<file path="config.mk">
export PLATFORM = sky130hd
export DESIGN_NAME = pll_reset_sequencer
export DESIGN_NICKNAME = d
export VERILOG_FILES = /design/src/rtl/reset_seq_pkg.sv /design/src/rtl/sync_2ff.sv /design/src/rtl/pll_reset_sequencer.sv
export SDC_FILE = /design/constraint.sdc
export NUM_CORES = 1
export LEC_CHECK = 0
export ABC_AREA = 1
export BUFFER_PORTS_ARGS = -buffer_cell sky130_fd_sc_hd__buf_2
export CAP_MARGIN = 20
export CORE_ASPECT_RATIO = 0.75
export CORE_MARGIN = 4
export CORE_UTILIZATION = 44
export CTS_CLUSTER_DIAMETER = 50
export CTS_CLUSTER_SIZE = 8
export DETAILED_ROUTE_END_ITERATION = 7
export GPL_TIMING_DRIVEN = 0
export PLACE_DENSITY = 0.71
export SLEW_MARGIN = 20
export SYNTH_ARGS = -nofsm -noshare
export SYNTH_HDL_FRONTEND = slang
export SYNTH_HIERARCHICAL = 1
export SYNTH_SLANG_ARGS = --single-unit
</file>
<file path="constraint.sdc">
create_clock -name clk -period 1.37 [get_ports clk]
set_input_delay 0.0685 -clock clk [delete_from_list [all_inputs] [get_ports clk]]
set_output_delay 0.0685 -clock clk [all_outputs]
set_load 0.005 [all_outputs]
</file>
<file path="src/rtl/reset_seq_pkg.sv">
// Shared definitions for the PLL reset sequencer: state encoding and default parameters.
package reset_seq_pkg;

    typedef enum logic [1:0] {
        WAIT_LOCK = 2'd0,
        STABLE    = 2'd1,
        RUN       = 2'd2
    } seq_state_e;

    localparam int DEF_LOCK_STABLE_CYCLES = 1024;
    localparam int DEF_CNT_W              = 16;
    localparam int DEF_LOSS_CNT_W         = 8;
    localparam int DEF_TIMEOUT_CYCLES     = 1000000;

endpackage

</file>
<file path="src/rtl/sync_2ff.sv">
// Two-flop synchronizer for a single asynchronous bit, cleared by a synchronous reset.
module sync_2ff (
    input  logic clk,
    input  logic reset,
    input  logic d,
    output logic q
);

    logic meta_q, meta_d;
    logic sync_q, sync_d;

    always_comb begin
        meta_d = d;
        sync_d = meta_q;
    end

    always_ff @(posedge clk) begin
        if (reset) begin
            meta_q <= 1'b0;
            sync_q <= 1'b0;
        end else begin
            meta_q <= meta_d;
            sync_q <= sync_d;
        end
    end

    assign q = sync_q;

endmodule

</file>
<file path="src/rtl/pll_reset_sequencer.sv">
// Holds downstream logic in reset until PLL lock has been stable, re-arms on lock loss.
// Optional lock watchdog enabled by defining RESET_SEQ_WATCHDOG_EN.
//
//   state     | meaning
//   ----------+-------------------------------------------------------
//   WAIT_LOCK | core held in reset, waiting for synchronized lock
//   STABLE    | lock seen, counting consecutive locked cycles
//   RUN       | core released; any lock drop returns to WAIT_LOCK
module pll_reset_sequencer
    import reset_seq_pkg::*;
#(
    parameter int LOCK_STABLE_CYCLES = DEF_LOCK_STABLE_CYCLES,
    parameter int CNT_W              = DEF_CNT_W,
    parameter int LOSS_CNT_W         = DEF_LOSS_CNT_W,
    parameter int TIMEOUT_CYCLES     = DEF_TIMEOUT_CYCLES
) (
    input  logic                  clk,
    input  logic                  reset,
    input  logic                  pll_locked,
    output logic                  core_reset,
    output logic                  ready,
    output logic [LOSS_CNT_W-1:0] lock_loss_count,
    output logic                  lock_timeout
);

    localparam logic [CNT_W-1:0] STAB_LAST = CNT_W'(LOCK_STABLE_CYCLES - 1);

    logic                  lock_s;
    seq_state_e            state_q, state_d;
    logic [CNT_W-1:0]      stab_cnt_q, stab_cnt_d;
    logic [LOSS_CNT_W-1:0] loss_cnt_q, loss_cnt_d;
    logic                  core_reset_q, core_reset_d;
    logic                  ready_q, ready_d;

    sync_2ff u_lock_sync (
        .clk   (clk),
        .reset (reset),
        .d     (pll_locked),
        .q     (lock_s)
    );

    always_comb begin
        state_d    = state_q;
        stab_cnt_d = stab_cnt_q;
        loss_cnt_d = loss_cnt_q;
        case (state_q)
            WAIT_LOCK: begin
                if (lock_s) begin
                    state_d    = STABLE;
                    stab_cnt_d = CNT_W'(1);
                end else begin
                    stab_cnt_d = '0;
                end
            end
            STABLE: begin
                // a drop always wins, even on the cycle the count completes
                if (!lock_s) begin
                    state_d    = WAIT_LOCK;
                    stab_cnt_d = '0;
                end else if (stab_cnt_q == STAB_LAST) begin
                    state_d    = RUN;
                    stab_cnt_d = '0;
                end else begin
                    stab_cnt_d = stab_cnt_q + CNT_W'(1);
                end
            end
            RUN: begin
                if (!lock_s) begin
                    state_d    = WAIT_LOCK;
                    stab_cnt_d = '0;
                    if (loss_cnt_q != '1) begin
                        loss_cnt_d = loss_cnt_q + LOSS_CNT_W'(1);
                    end
                end
            end
            default: begin
                state_d    = WAIT_LOCK;
                stab_cnt_d = '0;
            end
        endcase
        core_reset_d = (state_d != RUN);
        ready_d      = (state_d == RUN);
    end

    always_ff @(posedge clk) begin
        if (reset) begin
            state_q      <= WAIT_LOCK;
            stab_cnt_q   <= '0;
            loss_cnt_q   <= '0;
            core_reset_q <= 1'b1;
            ready_q      <= 1'b0;
        end else begin
            state_q      <= state_d;
            stab_cnt_q   <= stab_cnt_d;
            loss_cnt_q   <= loss_cnt_d;
            core_reset_q <= core_reset_d;
            ready_q      <= ready_d;
        end
    end

    assign core_reset      = core_reset_q;
    assign ready           = ready_q;
    assign lock_loss_count = loss_cnt_q;

`ifdef RESET_SEQ_WATCHDOG_EN
    localparam int            WD_W   = $clog2(TIMEOUT_CYCLES + 1);
    localparam logic [WD_W-1:0] WD_MAX = WD_W'(TIMEOUT_CYCLES);

    logic [WD_W-1:0] wd_cnt_q, wd_cnt_d;
    logic            timeout_q, timeout_d;

    always_comb begin
        wd_cnt_d  = wd_cnt_q;
        timeout_d = timeout_q;
        if (state_q == RUN || state_d == RUN) begin
            wd_cnt_d = '0;
        end else if (wd_cnt_q != WD_MAX) begin
            wd_cnt_d = wd_cnt_q + WD_W'(1);
        end
        if (wd_cnt_d == WD_MAX) begin
            timeout_d = 1'b1;
        end
    end

    always_ff @(posedge clk) begin
        if (reset) begin
            wd_cnt_q  <= '0;
            timeout_q <= 1'b0;
        end else begin
            wd_cnt_q  <= wd_cnt_d;
            timeout_q <= timeout_d;
        end
    end

    assign lock_timeout = timeout_q;
`else
    assign lock_timeout = (TIMEOUT_CYCLES == 0) & 1'b0;
`endif

endmodule

</file>
# Yosys cells after proc, flatten, opt, wreduce, memory -nomap -nowiden
# Index checks and enable logic that the tools add are counted.
# Widths: inputs -> output; s select.
[totals]
ff_bits = 30
latchBits = 0
mem_bits_rw = 0
rom_bits = 0
in_bits = 3
out_inout_bits = 11
word_cells = 29
mem_count = 0
[op_classes]
add_sub_neg = 2
multipliers = 0
div_mod_pow = 0
n_lt_le_gt_ge = 0
eq_ne = 7
shift = 0
n_mux = 10
n_bitwise = 1
reduce_logical = 2
[ops]
columns = ["operator", "n"]
rows = [
  ["$mux 16", 3],
  ["$pmux 16 s3", 1],
  ["$add 16x1->16 const B", 1],
  ["$eq 16x10->1 const B", 1],
  ["$add 8x1->8 const B", 1],
  ["$mux 2", 4],
  ["$ne 8x8->1 const B", 1],
  ["$pmux 2 s3", 1],
  ["$eq 2x2->1 const B", 2],
  ["$ne 2x2->1 const B", 2],
  ["$reduce_and 3->1", 1],
  ["$eq 2x1->1 const B", 1],
  ["$logic_not 2->1", 1],
  ["$mux 1", 1],
  ["$not 1->1", 1],
]

# Depth between registers and ports, before layout
# Gate-level depths: netlist of the first run.
[depth]
depth_word = 5
mapped_depth = 10
mapped_depth_nobuf = 10

# By module
# Netlist of the first run, hierarchy kept.
[modules_own_cells]
columns = ["mod", "n_inst", "cells_per_inst", "area_per_inst_um2", "seq_area_each_um2"]
rows = [
  ["pll_reset_sequencer", 1, 204, 1397.6, 560.5],
  ["sync_2ff", 1, 6, 55.1, 40.0],
]

# Worst setup path before layout of the first run
# OpenSTA, ideal clock, no wires.
[synth_timing]
path_kind = "flip-flop to flip-flop"
from = "register stab_cnt_q[0]"
to = "register stab_cnt_q[14]"
setup_time_ns = 0.116
arrival_ns = 1.292
required_ns = 1.254
slack_ns = -0.038
path_stages_with_launch = 10
n_path_buf = 0
period_less_slack_ns = 1.408
path_cell_list = "dfxtp_1 > ha_1 > nand2_1 > nor2_1 > nand2_1 > nor2_2 > nand3_1 > nand2_1 > nand2_1 > nor2b_1"
[synth_via]
elab_chain_cells = 4
word_cells_on_any_way = 5
classes_between = "add/sub: 1; eq/ne: 1; mux: 3"
[synth_rtl]
columns = ["element", "line", "text"]
rows = [
  ["start: declaration", "pll_reset_sequencer.sv:30", "logic [CNT_W-1:0] stab_cnt_q, stab_cnt_d;"],
  ["start signal: assignment", "pll_reset_sequencer.sv:94", "stab_cnt_q <= stab_cnt_d;"],
  ["$add 16x1->16 / $eq 16x10->1 (equally long branches)", "pll_reset_sequencer.sv:64, pll_reset_sequencer.sv:60", ""],
  ["$mux 16 *", "pll_reset_sequencer.sv:60", "end else if (stab_cnt_q == STAB_LAST) begin"],
  ["$mux 16 *", "pll_reset_sequencer.sv:57", "if (!lock_s) begin"],
  ["$pmux 16 s3 *", "pll_reset_sequencer.sv:46", "case (state_q)"],
]
# Every way passes the cells marked *; elsewhere a longest branch is shown, timed or not.
# A chain may end at the register's enable or synchronous reset.

# Worst setup path in the final report of the first run
# Same ends and word-level chain as after synthesis.

==> flow_summary.ini, run 1 <==
[worst_hold_path]
worstHoldStart = reset
holdPathStages = 3
min_path_type = primary input to flip-flop
min_to = lock_loss_count[0]

[cts]
htree_levels = 2
clock_latency_ns = 0.28
cts_root_buf = clkbuf_8
clkSlewWorstSetupHoldPaths_ns = 0.06
cts_made_buffers = 5
cts_tree = built
clock_sinks = 30
cts_buffer_depth = 2

[timing]
drv_slew = 0
fin_tns_setup_ns = -0.101
fin_ws_ns = -0.0428
hold_viol_final = 0
period_minus_slack_ns = 1.41
finalSetupViolations = 9
period_share_pct = 103
finalClockSkew_ns = 0.00857
rsz0062_at_grt = true
fmax_mhz = 708

[outcome]
violations = setup timing
run_status = complete, but fails checks

[route]
dr.pass1.iters = 4
first_iter_violations = 77
vias_per_cell = 4.99
wl_per_cell_um = 11.9
drc = 0
postRouteAntennaNets = 0
num_vias = 1422
totalWireLength_mm = 3.40

[cells_and_area]
drive_gt1_share_pct = 34.4
layout_common_cells = nand2_1 (39), nor2_1 (32), inv_1 (23)
final_common_cell = nand2_1
area_growth_pct = 36.0
fin_nets = 252
final_cell_area_mm2 = 0.00198
num_antenna_cells = 0

[yosys]
ys_types = 23
synth_area_mm2 = 0.00145
syn_nets = 215
yosys_warnings = 6
syn_inst = 210
synth-seq-cells = 30
ys_seq_area_share_pct = 41.3
syn_avg_cell_area_um2 = 6.92

[floorplan]
fp.dieW_um = 74.3
initial_core_util_pct = 47.8
die_area_mm2 = 0.00429
rows = 17
ioPinCount = 14
core_area_mm2 = 0.00304
die_h_um = 57.8

[global_route]
grt_start_max_net_pins = 11
grt_first_pass_wirelength_mm = 5.49
grt_antenna_before_repair = 0
overflow = 0
track_usage_pct = 16.7
grt_pass1_vias = 1287

[power]
clkPwrFrac_pct = 41.9
combPwrFrac_pct = 2.4
p_sw_share_pct = 21.2
p_int_mw = 1.23
finalPower_mw = 1.56
leakagePower_nw = 0.835
powerDensity_mw_per_mm2 = 792
pwr-share-seq_pct = 55.7
vdd_ir_drop_max_uv = 630
power.switching_mw = 0.332

[critical_path]
crit_arrival_ns = 1.59
worstSetupPathType = flip-flop to flip-flop
rrSetupSlack_ns = -0.04
r2r-start = stab_cnt_q[0]
worstSetupStartpointType = flip-flop
reg2reg_depth = 9
worst_setup_path_end_kind = flip-flop
critPathRequiredTime_ns = 1.55
path_max_fanout = 6
timing.rr.end = stab_cnt_q[14]

[place]
placed_area_mm2 = 0.00159
hpwl_mm = 2.05
gp_congestion = 0.819
port_buffers = 12

[run]
max-cap-violations = 0
## worst max-delay path by stage
| stage | startpoint | slack, ns | to | cells past startpoint |
|---|---|---|---|---|
| 2_1_floorplan | lock_loss_count[0] | 0.009 | lock_loss_count[0] | 7 |
| 3_3_place_gp | lock_loss_count[0] | -0.12 | lock_loss_count[0] | 7 |
| 3_5_place_dp | stab_cnt_q[8] | -0.13 | stab_cnt_q[9] | 10 |
| 4_1_cts | stab_cnt_q[6] | -0.001 | stab_cnt_q[7] | 10 |
| 5_1_grt | stab_cnt_q[0] | -0.1 | stab_cnt_q[14] | 9 |
| 6_report | stab_cnt_q[0] | -0.04 | stab_cnt_q[14] | 9 |
## Yosys cell counts
master	instances	area share, %
nand2_1	50	13
nor2_1	42	11
dfxtp_1	30	41
inv_1	25	6.5
nand3_1	15	5.2
xor2_1	10	6.0
a21oi_1	9	3.1
nand4_1	8	3.4
nor3_1	4	1.4
ha_1	2	1.7
nand3_2	2	1.4
nor2_2	2	0.86
buf_1	1	0.26
buf_4	1	0.52
buf_6	1	0.78
conb_1	1	0.26
inv_2	1	0.26
nor2_4	1	0.78
nor2b_1	1	0.43
o21ai_0	1	0.34
o21bai_1	1	0.52
or2_4	1	0.60
xnor2_1	1	0.60
## cells by family (layout without fill, tap and decap cells)
family | after synthesis | after routing | synth area share, %
buffers and inverters | 29 | 66 | 8.27
AND/OR/NAND/NOR | 126 | 126 | 37.8
AO/OA/AOI/OAI | 11 | 11 | 3.96
adder cells (fa/ha/maj) | 2 | 2 | 1.72
flip-flops | 30 | 30 | 41.3
XOR/XNOR | 11 | 11 | 6.63
other | 1 | 1 | 0.258
## layout make-up
type	count	area [um^2]
buffer	3	22.5
clock buffer	7	76.3
fill	272	1070
inverter	26	97.6
multi-input combinational	151	895
sequential	30	629
tap	38	47.5
timing repair buffer	30	208
## metrics by stage
| step | util [%] | hold slack, ns | worst slack (ns) | std cells |
|---|---|---|---|---|
| 6_report | 65.0 | 0.306 | -0.0428 | 285 |
| 5_1_grt | 65.0 | 0.359 | -0.0996 | 285 |
| 4_1_cts | 58.0 | 0.306 | -0.00121 | 275 |
| 3_5_place_dp | 52.1 | 0.263 | -0.134 | 260 |
| 3_3_place_gp | 52.1 | 0.257 | -0.124 | 260 |
| 2_1_floorplan | - | 0.140 | 0.00938 | 210 |
## worst max-delay path: stages (launching register included)
cell and delay [ns]:
dfxtp_4 0.37, ha_4 0.16, nand2_4 0.06, nor2_4 0.11
nand2_2 0.08, nor2_4 0.21, nand3_2 0.08, nand2_1 0.07
nand2_1 0.05, nor2b_1 0.12
## power groups by stage
stage	Combinational [mW]	Sequential [mW]	Clock [mW]
2_1_floorplan	0.0206	0.899	0
3_3_place_gp	0.0283	0.899	0
3_5_place_dp	0.0290	0.900	0
4_1_cts	0.0350	0.875	0.675
5_1_grt	0.0418	0.872	0.723
6_report	0.0377	0.872	0.655
## registers in the layout, summed over array words and instances (netlist names)
| name | flops |
|---|---|
| lock_loss_count | 8 |
| ready | 1 |
| state_q | 2 |
| u_lock_sync/meta_q | 1 |
| stab_cnt_q | 16 |
| core_reset | 1 |
| u_lock_sync/q | 1 |
## routing by layer
| metal | GRT usage (%) | share of wire, % |
|---|---|---|
| met5 | 0 | 0 |
| met1 | 22.7 | 50 |
| met4 | 6.09 | 1.6 |
| met3 | 5.89 | 5.5 |
| met2 | 24.2 | 43 |
## what timing repair did
action / 4_1_cts / 5_1_grt
hold buffers: 2 / 0
gates cloned: 0 / 1
resized for setup: 15 / 42
hold endpoints to repair: 2 / 0
pin swaps: 4 / 19
endpoints found under the setup margin: 22 / 23
buffers inserted: 6 / 9
(Power assumes the default switching activity.)
==> inputs of run 2 (changes only) <==
--- a/config.mk
+++ b/config.mk
@@ -16,6 +16,7 @@
 export DETAILED_ROUTE_END_ITERATION = 7
 export GPL_TIMING_DRIVEN = 0
 export PLACE_DENSITY = 0.71
+export SETUP_SLACK_MARGIN = 0.15
 export SLEW_MARGIN = 20
 export SYNTH_ARGS = -nofsm -noshare
 export SYNTH_HDL_FRONTEND = slang
==> run 2 against run 1 <==
  * The flow still finishes with violations (setup timing)
  * Die area is the same
  * Largest power group unchanged
  * Sequential cell count is the same
  * Routed wire length rose by 8.1%
  * Core utilization rose by 4.6 points
  * Setup slack gained 0.0040 ns
  * Sequential power about the same
  * Worst hold slack lost 0.0078 ns
  * Critical endpoint is now stab_cnt_q[8]
  * Fmax rose by 0.28%
  * Critical path type unchanged
  * Clock power grew 31%
  * First-iteration DRC count up 84%
  * Non-clock buffer count increased by 7
  * Cell area increased by 7.0%
==> flow_summary.ini, run 2 (synthesis gave the netlist of run 1 again) <==
[route]
totalWireLength_mm = 3.68
drc = 0
vias_per_cell = 4.96
first_iter_violations = 142
postRouteAntennaNets = 0
wl_per_cell_um = 12.6
num_vias = 1453
dr.pass1.iters = 5

[cells_and_area]
layout_common_cells = nand2_1 (40), nor2_1 (34), inv_1 (22)
area_growth_pct = 45.6
drive_gt1_share_pct = 38.4
final_cell_area_mm2 = 0.00211
final_common_cell = nand2_1
n_fill_cell = 218
num_antenna_cells = 0
fin_cells = 293
top_register = stab_cnt_q
largest_register_ffs = 16
fin_nets = 259
multiInputGateArea_um2 = 917
seqCellArea_um2 = 634

[timing]
rsz0062_at_grt = true
finalSetupViolations = 2
fin_ws_ns = -0.0388
drv_slew = 0
period_minus_slack_ns = 1.41
fin_tns_setup_ns = -0.0595
fmax_mhz = 710
finalClockSkew_ns = 0.00807
period_share_pct = 103
hold_viol_final = 0

[critical_path]
reg2reg_depth = 8
timing.rr.end = stab_cnt_q[8]
rrSetupSlack_ns = -0.04
worst_setup_path_end_kind = flip-flop
worstSetupStartpointType = flip-flop
critPathRequiredTime_ns = 1.55
worstSetupPathType = flip-flop to flip-flop
crit_arrival_ns = 1.59
path_max_fanout = 6
r2r-start = stab_cnt_q[0]

[place]
place_inst = 260
gp_congestion = 0.810
port_buffers = 12
hpwl_mm = 2.06
placed_area_mm2 = 0.00162

[cts]
htree_levels = 2
clock_sinks = 30
cts_made_buffers = 5
clock_latency_ns = 0.29
cts_buffer_depth = 2
clkSlewWorstSetupHoldPaths_ns = 0.07
cts_tree = built
cts_root_buf = clkbuf_8

[power]
vdd_ir_drop_max_uv = 738
combPwrFrac_pct = 2.3
clkPwrFrac_pct = 48.5
p_sw_share_pct = 21.3
power.switching_mw = 0.376
leakagePower_nw = 0.890
pwr-share-seq_pct = 49.2
p_int_mw = 1.39
powerDensity_mw_per_mm2 = 836

[floorplan]
rows = 17
initial_core_util_pct = 47.8
fp.dieW_um = 74.3
core_area_mm2 = 0.00304
die_area_mm2 = 0.00429
ioPinCount = 14
die_h_um = 57.8

[run]
max-cap-violations = 0

[global_route]
grt_start_max_net_pins = 11
grt_pass1_vias = 1266
grt_first_pass_wirelength_mm = 5.89
track_usage_pct = 18.1
overflow = 0
grt_antenna_before_repair = 0

[worst_hold_path]
worstHoldStart = reset
min_path_type = primary input to flip-flop
min_to = lock_loss_count[0]
holdPathStages = 3

[outcome]
run_status = complete, but fails checks
violations = setup timing
[run 2: worst max-delay path, stage by stage, from the launching register on]
cell and delay [ns]:
dfxtp_4 0.37, ha_4 0.15, nand2_4 0.06, nor2_4 0.11, nand2_2 0.09, nor2_4 0.20, buf_4 0.14, xnor2_1 0.11
nor2_1 0.07
[run 2: what timing repair did]
action / CTS / global route
resized for setup: 29 / 28
hold buffers: 2 / 0
setup buffers: 11 / 11
pin swaps: 13 / 16
endpoints found under the hold margin: 2 / 0
setup endpoints to repair: 25 / 28
gates cloned: 1 / 0
[run 2: power by group through the flow]
stage | sequential, mW | clock [mW] | combinational, mW
2_1_floorplan | 0.895 | 0 | 0.0209
3_3_place_gp | 0.895 | 0 | 0.0285
3_5_place_dp | 0.896 | 0 | 0.0286
4_1_cts | 0.871 | 0.866 | 0.0347
5_1_grt | 0.870 | 0.903 | 0.0466
6_report | 0.870 | 0.857 | 0.0412
[run 2: how the worst max path moves through the flow]
stage	startpoint	endpoint	slack (ns)	cells after the start
2_1_floorplan	stab_cnt_q[1]	stab_cnt_q[14]	0.07	9
6_report	stab_cnt_q[0]	stab_cnt_q[8]	-0.04	8
5_1_grt	stab_cnt_q[3]	stab_cnt_q[14]	-0.13	8
3_5_place_dp	stab_cnt_q[0]	stab_cnt_q[14]	-0.08	9
4_1_cts	stab_cnt_q[1]	stab_cnt_q[8]	0.02	8
3_3_place_gp	stab_cnt_q[8]	stab_cnt_q[10]	-0.07	10
[run 2: final cells by class]
cell class | count | share of cell area [%]
Multi-Input combinational cell | 151 | 43.4
Timing Repair Buffer | 37 | 13.4
Clock buffer | 8 | 5.21
Buffer | 3 | 1.07
Tap cell | 38 | 2.25
Inverter | 26 | 4.73
Sequential cell | 30 | 30.0
[run 2: layer usage]
| metal | routed length, um | share of wire (%) | vias to the layer above | GRT usage, % |
|---|---|---|---|---|
| met1 | 1770 | 48 | 663 | 25.7 |
| met3 | 190 | 5.2 | 7 | 5.72 |
| met2 | 1640 | 45 | 37 | 25.0 |
| met5 | 0 | 0 | - | 0 |
| li1 | - | - | 746 | - |
| met4 | 78 | 2.1 | 0 | 7.87 |
[run 2: metrics by stage]
| stage | utilization (%) | hold slack [ns] | setup WS [ns] | power, mW |
|---|---|---|---|---|
| 2_1_floorplan | - | 0.140 | 0.0650 | 0.916 |
| 3_3_place_gp | 53.3 | 0.252 | -0.0657 | 0.924 |
| 3_5_place_dp | 53.3 | 0.253 | -0.0763 | 0.924 |
| 4_1_cts | 63.4 | 0.287 | 0.0202 | 1.77 |
| 5_1_grt | 69.5 | 0.347 | -0.134 | 1.82 |
| 6_report | 69.5 | 0.298 | -0.0388 | 1.77 |
